<file path="config.mk">
export PLATFORM = sky130hd
export DESIGN_NAME = uart_msg_seq_flat
export DESIGN_NICKNAME = d
export VERILOG_FILES = /design/src/rtl/uart_msg_seq_if.sv /design/src/rtl/uart_msg_seq.sv /design/src/flat_wrapper.sv
export SDC_FILE = /design/constraint.sdc
export NUM_CORES = 1
export LEC_CHECK = 0
export BUFFER_PORTS_ARGS = -buffer_cell sky130_fd_sc_hd__buf_2
export CAP_MARGIN = 20
export CORE_ASPECT_RATIO = 1.1
export CORE_MARGIN = 5
export CORE_UTILIZATION = 35
export CTS_BUF_LIST = sky130_fd_sc_hd__clkbuf_8
export DETAILED_ROUTE_END_ITERATION = 12
export PLACE_DENSITY = 0.63
export SLEW_MARGIN = 20
export SYNTH_ARGS = -nofsm -noshare
export SYNTH_HDL_FRONTEND = slang
export SYNTH_SLANG_ARGS = --single-unit
</file>
<file path="constraint.sdc">
create_clock -name clk -period 3.9 [get_ports clk]
set_clock_uncertainty 0.15 [all_clocks]
set_input_delay 0.39 -clock clk [delete_from_list [all_inputs] [get_ports clk]]
set_output_delay 0.39 -clock clk [all_outputs]
set_load 0.05 [all_outputs]
</file>
<file path="src/rtl/uart_msg_seq_if.sv">
// uart_msg_seq_if: byte stream handshake toward a UART transmitter
interface uart_msg_seq_if;
  logic [7:0] tx_data;
  logic       tx_valid;
  logic       tx_ready;
  modport master(output tx_data, tx_valid, input tx_ready);
  modport slave(input tx_data, tx_valid, output tx_ready);
endinterface

</file>
<file path="src/rtl/uart_msg_seq.sv">
// uart_msg_seq: periodic "CH<d>:HHHH\r\n" message generator carrying the completed-message count
module uart_msg_seq #(
  parameter int CHANNEL    = 0,
  parameter int GAP_CYCLES = 1000
) (
  input  logic           clk,
  input  logic           rst_n,
  input  logic           enable,
  uart_msg_seq_if.master tx,
  output logic           busy,
  output logic [15:0]    msg_count
);
  typedef enum logic [1:0] {IDLE, GAP, SEND} state_t;
  state_t      state, state_n;
  logic [19:0] gap_cnt;
  logic [3:0]  idx, idx_n, nib;
  logic [15:0] snap;
  logic [7:0]  hex, nxt_byte;
  logic        xfer, last, gap_done;
  always_comb begin
    xfer     = state == SEND && tx.tx_valid && tx.tx_ready;
    last     = xfer && idx == 4'd9;
    gap_done = gap_cnt == 20'(GAP_CYCLES);
    state_n  = state == IDLE ? (enable ? GAP : IDLE) :
               state == GAP  ? (!enable ? IDLE : gap_done ? SEND : GAP) :
               last          ? (enable ? GAP : IDLE) : SEND;
  end
  // next byte is built from the snapshot so count updates never leak into a message
  always_comb begin
    idx_n    = idx + 4'd1;
    nib      = idx_n == 4'd4 ? snap[15:12] : idx_n == 4'd5 ? snap[11:8] :
               idx_n == 4'd6 ? snap[7:4]   : snap[3:0];
    hex      = nib < 4'd10 ? {4'h3, nib} : {4'h0, nib} + 8'h37;
    nxt_byte = idx_n == 4'd1 ? 8'h48 : idx_n == 4'd2 ? 8'h30 + 8'(CHANNEL) :
               idx_n == 4'd3 ? 8'h3A : idx_n <= 4'd7 ? hex :
               idx_n == 4'd8 ? 8'h0D : 8'h0A;
  end
  always_ff @(posedge clk or negedge rst_n)
    if (!rst_n) state <= IDLE;
    else state <= state_n;
  always_ff @(posedge clk or negedge rst_n) begin
    if (!rst_n) begin
      gap_cnt     <= '0;
      idx         <= '0;
      snap        <= '0;
      msg_count   <= '0;
      tx.tx_valid <= 1'b0;
      tx.tx_data  <= '0;
    end else begin
      gap_cnt <= state == GAP ? gap_cnt + 20'd1 : 20'd0;
      if (state == GAP && state_n == SEND) begin
        tx.tx_valid <= 1'b1;
        tx.tx_data  <= 8'h43;
        idx         <= '0;
        snap        <= msg_count;
      end else if (last) begin
        tx.tx_valid <= 1'b0;
        tx.tx_data  <= '0;
        idx         <= '0;
        msg_count   <= msg_count + 16'd1;
      end else if (xfer) begin
        tx.tx_data <= nxt_byte;
        idx        <= idx_n;
      end
    end
  end
  assign busy = state == SEND;
endmodule

</file>
<file path="src/flat_wrapper.sv">
// flat-port wrapper written by rule: the top's interface ports become plain ports
module uart_msg_seq_flat 
#(
  parameter int CHANNEL    = 0,
  parameter int GAP_CYCLES = 1000
)
  (clk, rst_n, enable, busy, msg_count, tx_tx_data, tx_tx_valid, tx_tx_ready);
  uart_msg_seq_if tx_i ();
  input  logic clk;
  input  logic rst_n;
  input  logic enable;
  output logic busy;
  output logic [15:0] msg_count;
  output wire logic [$bits(tx_i.tx_data)-1:0] tx_tx_data;
  output wire logic [$bits(tx_i.tx_valid)-1:0] tx_tx_valid;
  input wire logic [$bits(tx_i.tx_ready)-1:0] tx_tx_ready;
  assign tx_tx_data = tx_i.tx_data;
  assign tx_tx_valid = tx_i.tx_valid;
  assign tx_i.tx_ready = tx_tx_ready;
  uart_msg_seq #(.CHANNEL(CHANNEL), .GAP_CYCLES(GAP_CYCLES)) u_core (.clk(clk), .rst_n(rst_n), .enable(enable), .tx(tx_i), .busy(busy), .msg_count(msg_count));
endmodule
</file>
# Word-level counts from Yosys, hierarchy flattened
# Index checks and enable logic that the tools add are counted.
[op_classes]
bitwise_logic = 1
n_mux = 24
addsub = 4
n_lt_le_gt_ge = 2
eq_ne = 12
reduce_logical = 8
[op_table]
columns = ["op", "count"]
rows = [
  ["2-to-1 mux 8 bit", 8],
  ["2-to-1 mux 4 bit", 6],
  ["adder 20 x 1 -> 20 bit, second input constant", 1],
  ["== test 20 x 10 -> 1 bit, second input constant", 1],
  ["2-to-1 mux 20 bit", 1],
  ["adder 16 x 1 -> 16 bit, second input constant", 1],
  ["== test 4 x 3 -> 1 bit, second input constant", 3],
  ["2-to-1 mux 2 bit", 5],
  ["== test 4 x 2 -> 1 bit, second input constant", 2],
  ["== test 4 bit, second input constant", 2],
  ["adder 4 x 6 -> 7 bit, second input constant", 1],
  ["adder 4 x 1 -> 4 bit, second input constant", 1],
  ["== test 2 bit, second input constant", 2],
  ["== test 4 x 1 -> 1 bit, second input constant", 1],
  ["<= comparator 4 x 3 -> 1 bit, second input constant", 1],
  ["logical AND 1 bit", 4],
  ["< comparator 4 bit, second input constant", 1],
  ["2-to-1 mux 1 bit", 3],
  ["2-to-1 mux 3 bit", 1],
  ["nonzero test 3 bit", 1],
  ["== test 2 x 1 -> 1 bit, second input constant", 1],
  ["zero test 2 bit", 1],
  ["AND reduction 2 bit", 1],
  ["nonzero test 2 bit", 1],
  ["NOT 1 bit", 1],
]
[totals]
in_bits = 4
output_inout_bits = 26
word_cells = 58
reg_bits = 67

# Depth between registers and ports, before layout
[logic_depth]
ltp_word = 14
ltp_mapped = 11
ltp_nobuf = 10

# Least setup slack after synthesis
# No wires, ideal clock.
[synth_path]
kind = "register to register"
start = "register u_core.idx[0]"
end = "register u_core.tx.tx_data[4]"
stages_incl_launch_ff = 10
period_less_slack_ns = 2.578
arrival_time_ns = 2.307
required_time_ns = 3.628
slack_ns = 1.322
path_buffers = 0
cell_sequence = "dfrtp_1 > ha_1 > or3b_2 > o31ai_2 > mux2i_1 > a21o_1 > ha_1 > o21ai_0 > nand2_1 > a32o_1"
[synth_between]
elab_chain_cells = 14
elab_cells_between_ends = 29
classes_between = "add/sub: 2; order compare: 2; eq/ne: 8; mux: 14; reduce/logical: 3"
[synth_rtl]
columns = ["item", "line", "source"]
rows = [
  ["start: declaration", "uart_msg_seq.sv:16", "logic [3:0] idx, idx_n, nib;"],
  ["start signal: assignment", "uart_msg_seq.sv:63", "idx <= idx_n;"],
  ["adder 4 x 1 -> 4 bit", "uart_msg_seq.sv:30", "idx_n = idx + 4'd1;"],
  ["== test 4 x 3 -> 1 bit", "uart_msg_seq.sv:32", "idx_n == 4'd6 ? snap[7:4] : snap[3:0];"],
  ["2-to-1 mux 4 bit", "uart_msg_seq.sv:32", ""],
  ["2-to-1 mux 4 bit (2 in series)", "uart_msg_seq.sv:31", "nib = idx_n == 4'd4 ? snap[15:12] : idx_n == 4'd5 ? snap[11:8] :"],
  ["adder 4 x 6 -> 7 bit or < comparator 4 bit (tied branches)", "uart_msg_seq.sv:33", "hex = nib < 4'd10 ? {4'h3, nib} : {4'h0, nib} + 8'h37;"],
  ["2-to-1 mux 8 bit", "uart_msg_seq.sv:33", ""],
  ["2-to-1 mux 8 bit (2 in series)", "uart_msg_seq.sv:35", "idx_n == 4'd3 ? 8'h3A : idx_n <= 4'd7 ? hex :"],
  ["2-to-1 mux 8 bit (2 in series)", "uart_msg_seq.sv:34", "nxt_byte = idx_n == 4'd1 ? 8'h48 : idx_n == 4'd2 ? 8'h30 + 8'(CHANNEL) :"],
  ["2-to-1 mux 8 bit", "uart_msg_seq.sv:61", "end else if (xfer) begin"],
  ["2-to-1 mux 8 bit", "uart_msg_seq.sv:56", "end else if (last) begin"],
  ["2-to-1 mux 8 bit", "uart_msg_seq.sv:51", "if (state == GAP && state_n == SEND) begin"],
  ["end signal: assignment", "uart_msg_seq.sv:62", "tx.tx_data <= nxt_byte;"],
  ["end: declaration", "uart_msg_seq_if.sv:6", "modport master(output tx_data, tx_valid, input tx_ready);"],
]
# Parallel ways exist; a longest one is shown, timed or not. The select of a mux whose other input is x is not followed.
# A chain may end at the register's enable or synchronous reset.

# Worst setup path in the final report
# Ends and elaborated chain as after synthesis.

==> qor.csv <==
metric,value,unit
Max Root-Sink Buffers,2,
setup slack after placement,1.12,ns
post-layout utilization of the core,41.0,%
"most used cell, CP",ha_1,
HP Class,input pin to register,
row cnt,37,
FF/Latch Area,1650,um2
synth warn,0,
Clock transition at path regs,0.07,ns
part of the power in registers,40.8,%
ANT nets after route,0,
GR Overflow Total,0,
DR pass1 iterations,4,
Root Buffer Master,clkbuf_8,
final setup vio count,0,
post-synth top area share,48.5,%
Mapped Cells,332,
Final Hold Vio Count,0,
Worst-Skew Late Latency,0.35,ns
largest net degree at the start of global routing,43,
PD cells,497,nW/um2
fin. max-slew vios,0,
placed inst area,3640,um2
family with the most delay on the worst path,compound AO/OA/AOI/OAI gates,
"count leader, synth",dfrtp_1,
Max-Cap Viols,0,
critical path arrival,2.89,ns
"FFs w/ async S/R, synth",100,%
switching power,0.000698,W
Leakage Power,1.82,nW
startpoint class of the critical path,register,
final net count,378,
Main synth FF type,dfrtp_1,
cell taking the most area after synthesis,dfrtp_1,
area of the die,11800,um2
antenna violations before repair,0,
first-pass GRT wire length,11.9,mm
Sink Count,66,
die height,113,um
synth cell count leaders,"dfrtp_1 (66), nand2_1 (38), nor2_1 (30), nand3_1 (19), xor2_1 (18)",
die width,104,um
Mapped Nets,346,
Resized cells post-CTS,0,
CP peak stage delay,0.51,ns
cells along the critical path,ha_1 > or3b_2 > o31ai_2 > mux2i_1 > a21o_1 > ha_1 > o21ai_0 > nand2_1 > a32o_1,
antenna cell count,0,
Worst setup EP type,register,
CTS tree,done,
multi-input logic area,1650,um2
GPL Wtd Cong,0.850,
Total GRT Usage,12.4,%
core area,9440,um2
register area share after synthesis,48.5,%
# H-tree levels,3,
Mapped Area,3400,um2
status,"complete, no violations",
DR iter-0 viols,141,
layout cells sized above 1,18.4,%
Via-to-Cell Ratio,5.09,
top post-synthesis cells by area,"dfrtp_1 (49%), mux2_2 (5.3%), xor2_1 (4.6%)",
Post-synth EDFFs,0,
worst-path maximum fanout,10,
I/O pins,30,
Final TNS setup,0,ns
internal power component,0.00123,W
Clk pwr share,29.0,%
final worst-path cycle share,71.9,%
vias in the first global route,2490,
Net Sw Frac,36.3,%
worst rel slew slack,61.3,%
postcts setup bufs,0,
Initial Util,36.0,%
Synth cell types,52,
peak supply drop,212,uV
Routed wire per std cell,14.1,um
vias,2472,
Residual DRC,0,
number of port buffers,28,
crit path max-delay cell type,dfrtp_1,
hold_buf cts,0,
design area,3870,um2
Final HPWL DP,4.92,mm
Filler Cell Count,958,
minimum clock period,2.80,ns
max frequency,357,MHz
RSZ-0062 raised after global routing,false,
CP Buf/Inv Count,0,
combinational share of power,30.1,%
Mean Syn Cell Area,10.3,um2
Area growth syn-to-layout,13.7,%
WL final,6.86,mm
Synth Register Bits,66,
setup slack after layout,1.10,ns
CP Class,register to register,
WP data required,3.98,ns
cts bufs inserted,9,
worst slew pin tran,0.577,ns
[logic make-up (layout without fill, tap and decap cells)]
kind of cell	after synthesis	after routing	share of synthesized area, %
flip-flops	66	66	48.5
AND/OR/NAND/NOR	138	138	20.4
multiplexers	22	22	7.06
adder cells (fa/ha/maj)	10	10	3.68
AO/OA/AOI/OAI	39	39	8.13
XOR/XNOR	35	35	9.01
other	1	1	0.110
buffers and inverters	21	58	3.12
[worst register-to-register path, delay by kind of cell, from the launching register on]
kind	cells	cell delay, ns
AOI/OAI and AO/OA	4	0.77
and+or+nand+nor	2	0.60
adders and majority gates	2	0.54
DFF	1	0.51
muxes	1	0.13
[registers in the layout, indices dropped and copies added, names as in the netlist]
name,flops
u_core.snap,16
u_core.gap_cnt,20
u_core.idx,4
u_core.tx.tx_data,7
u_core.msg_count,16
u_core.tx.tx_valid,1
u_core.state,2
[final timing paths]
path,from,to,slack (ns),cells past startpoint
setup / recovery,u_core.idx[0]$_DFFE_PN0P_,u_core.tx.tx_data[4]$_DFFE_PN0P_,1.10,9
hold / removal,enable,u_core.state[0]$_DFF_PN0_,0.12,3
setup reg to reg,u_core.idx[0]$_DFFE_PN0P_,u_core.tx.tx_data[4]$_DFFE_PN0P_,1.10,9
hold reg to reg,u_core.msg_count[15]$_DFFE_PN0P_,u_core.msg_count[15]$_DFFE_PN0P_,0.35,1
max in group asynchronous,rst_n,u_core.msg_count[15]$_DFFE_PN0P_,2.38,4
min in group asynchronous,rst_n,u_core.gap_cnt[4]$_DFF_PN0_,0.36,2
[power by group through the flow]
stage                     Combinational, W  Sequential (W)  Clock [W]
after floorplan                   0.000330        0.000900          0
after global placement            0.000576        0.000798          0
after detailed placement          0.000578        0.000800          0
after CTS                         0.000583        0.000787   0.000580
after global routing              0.000638        0.000794   0.000612
final                             0.000580        0.000786   0.000559
[metal layers]
metal  vias up  part of all wire (%)  global-route usage, %
met4         0                  0.77                   4.32
met1      1207                    45                   15.2
met5         -                     0                      0
met3         8                   5.3                   4.02
li1       1214                     -                      -
met2        43                    49                   20.5
[cell usage in the layout, fill, tap and decap left out, drive strengths merged, types with 2 or more instances in the layout]
master   n
a21boi   2
clkbuf  13
clkinv   2
buf     32
mux2i    6
inv      9
ha      10
and3     5
a21o     2
and2     3
nor3     8
nand2b   6
nand2   38
nand3   19
or3      3
o31ai    2
o21ai   13
dfrtp   66
a22o     2
or4      2
a32o     2
nand3b   2
nor2    30
nand4    6
o31a     3
xor2    18
xnor2   17
a21oi    4
mux2    16
and4     3
a221oi   2
nor2b    6
[stage by stage]
| step | power (W) | hold WS, ns | instances |
|---|---|---|---|
| floorplan | 0.00123 | -0.0556 | 332 |
| global placement | 0.00137 | 0.332 | 468 |
| detailed placement | 0.00138 | 0.339 | 468 |
| CTS | 0.00195 | 0.0564 | 484 |
| global route | 0.00204 | 0.118 | 486 |
| finish | 0.00193 | 0.115 | 486 |
[cell type report]
cell class	instances	share of cell area, %
inverter	9	0.873
clock buffer	13	4.62
multi-input combinational	245	42.5
clock inverter	3	0.550
timing repair buffer	33	4.98
tap	117	3.78
sequential	66	42.7
(Power assumes the default switching activity.)
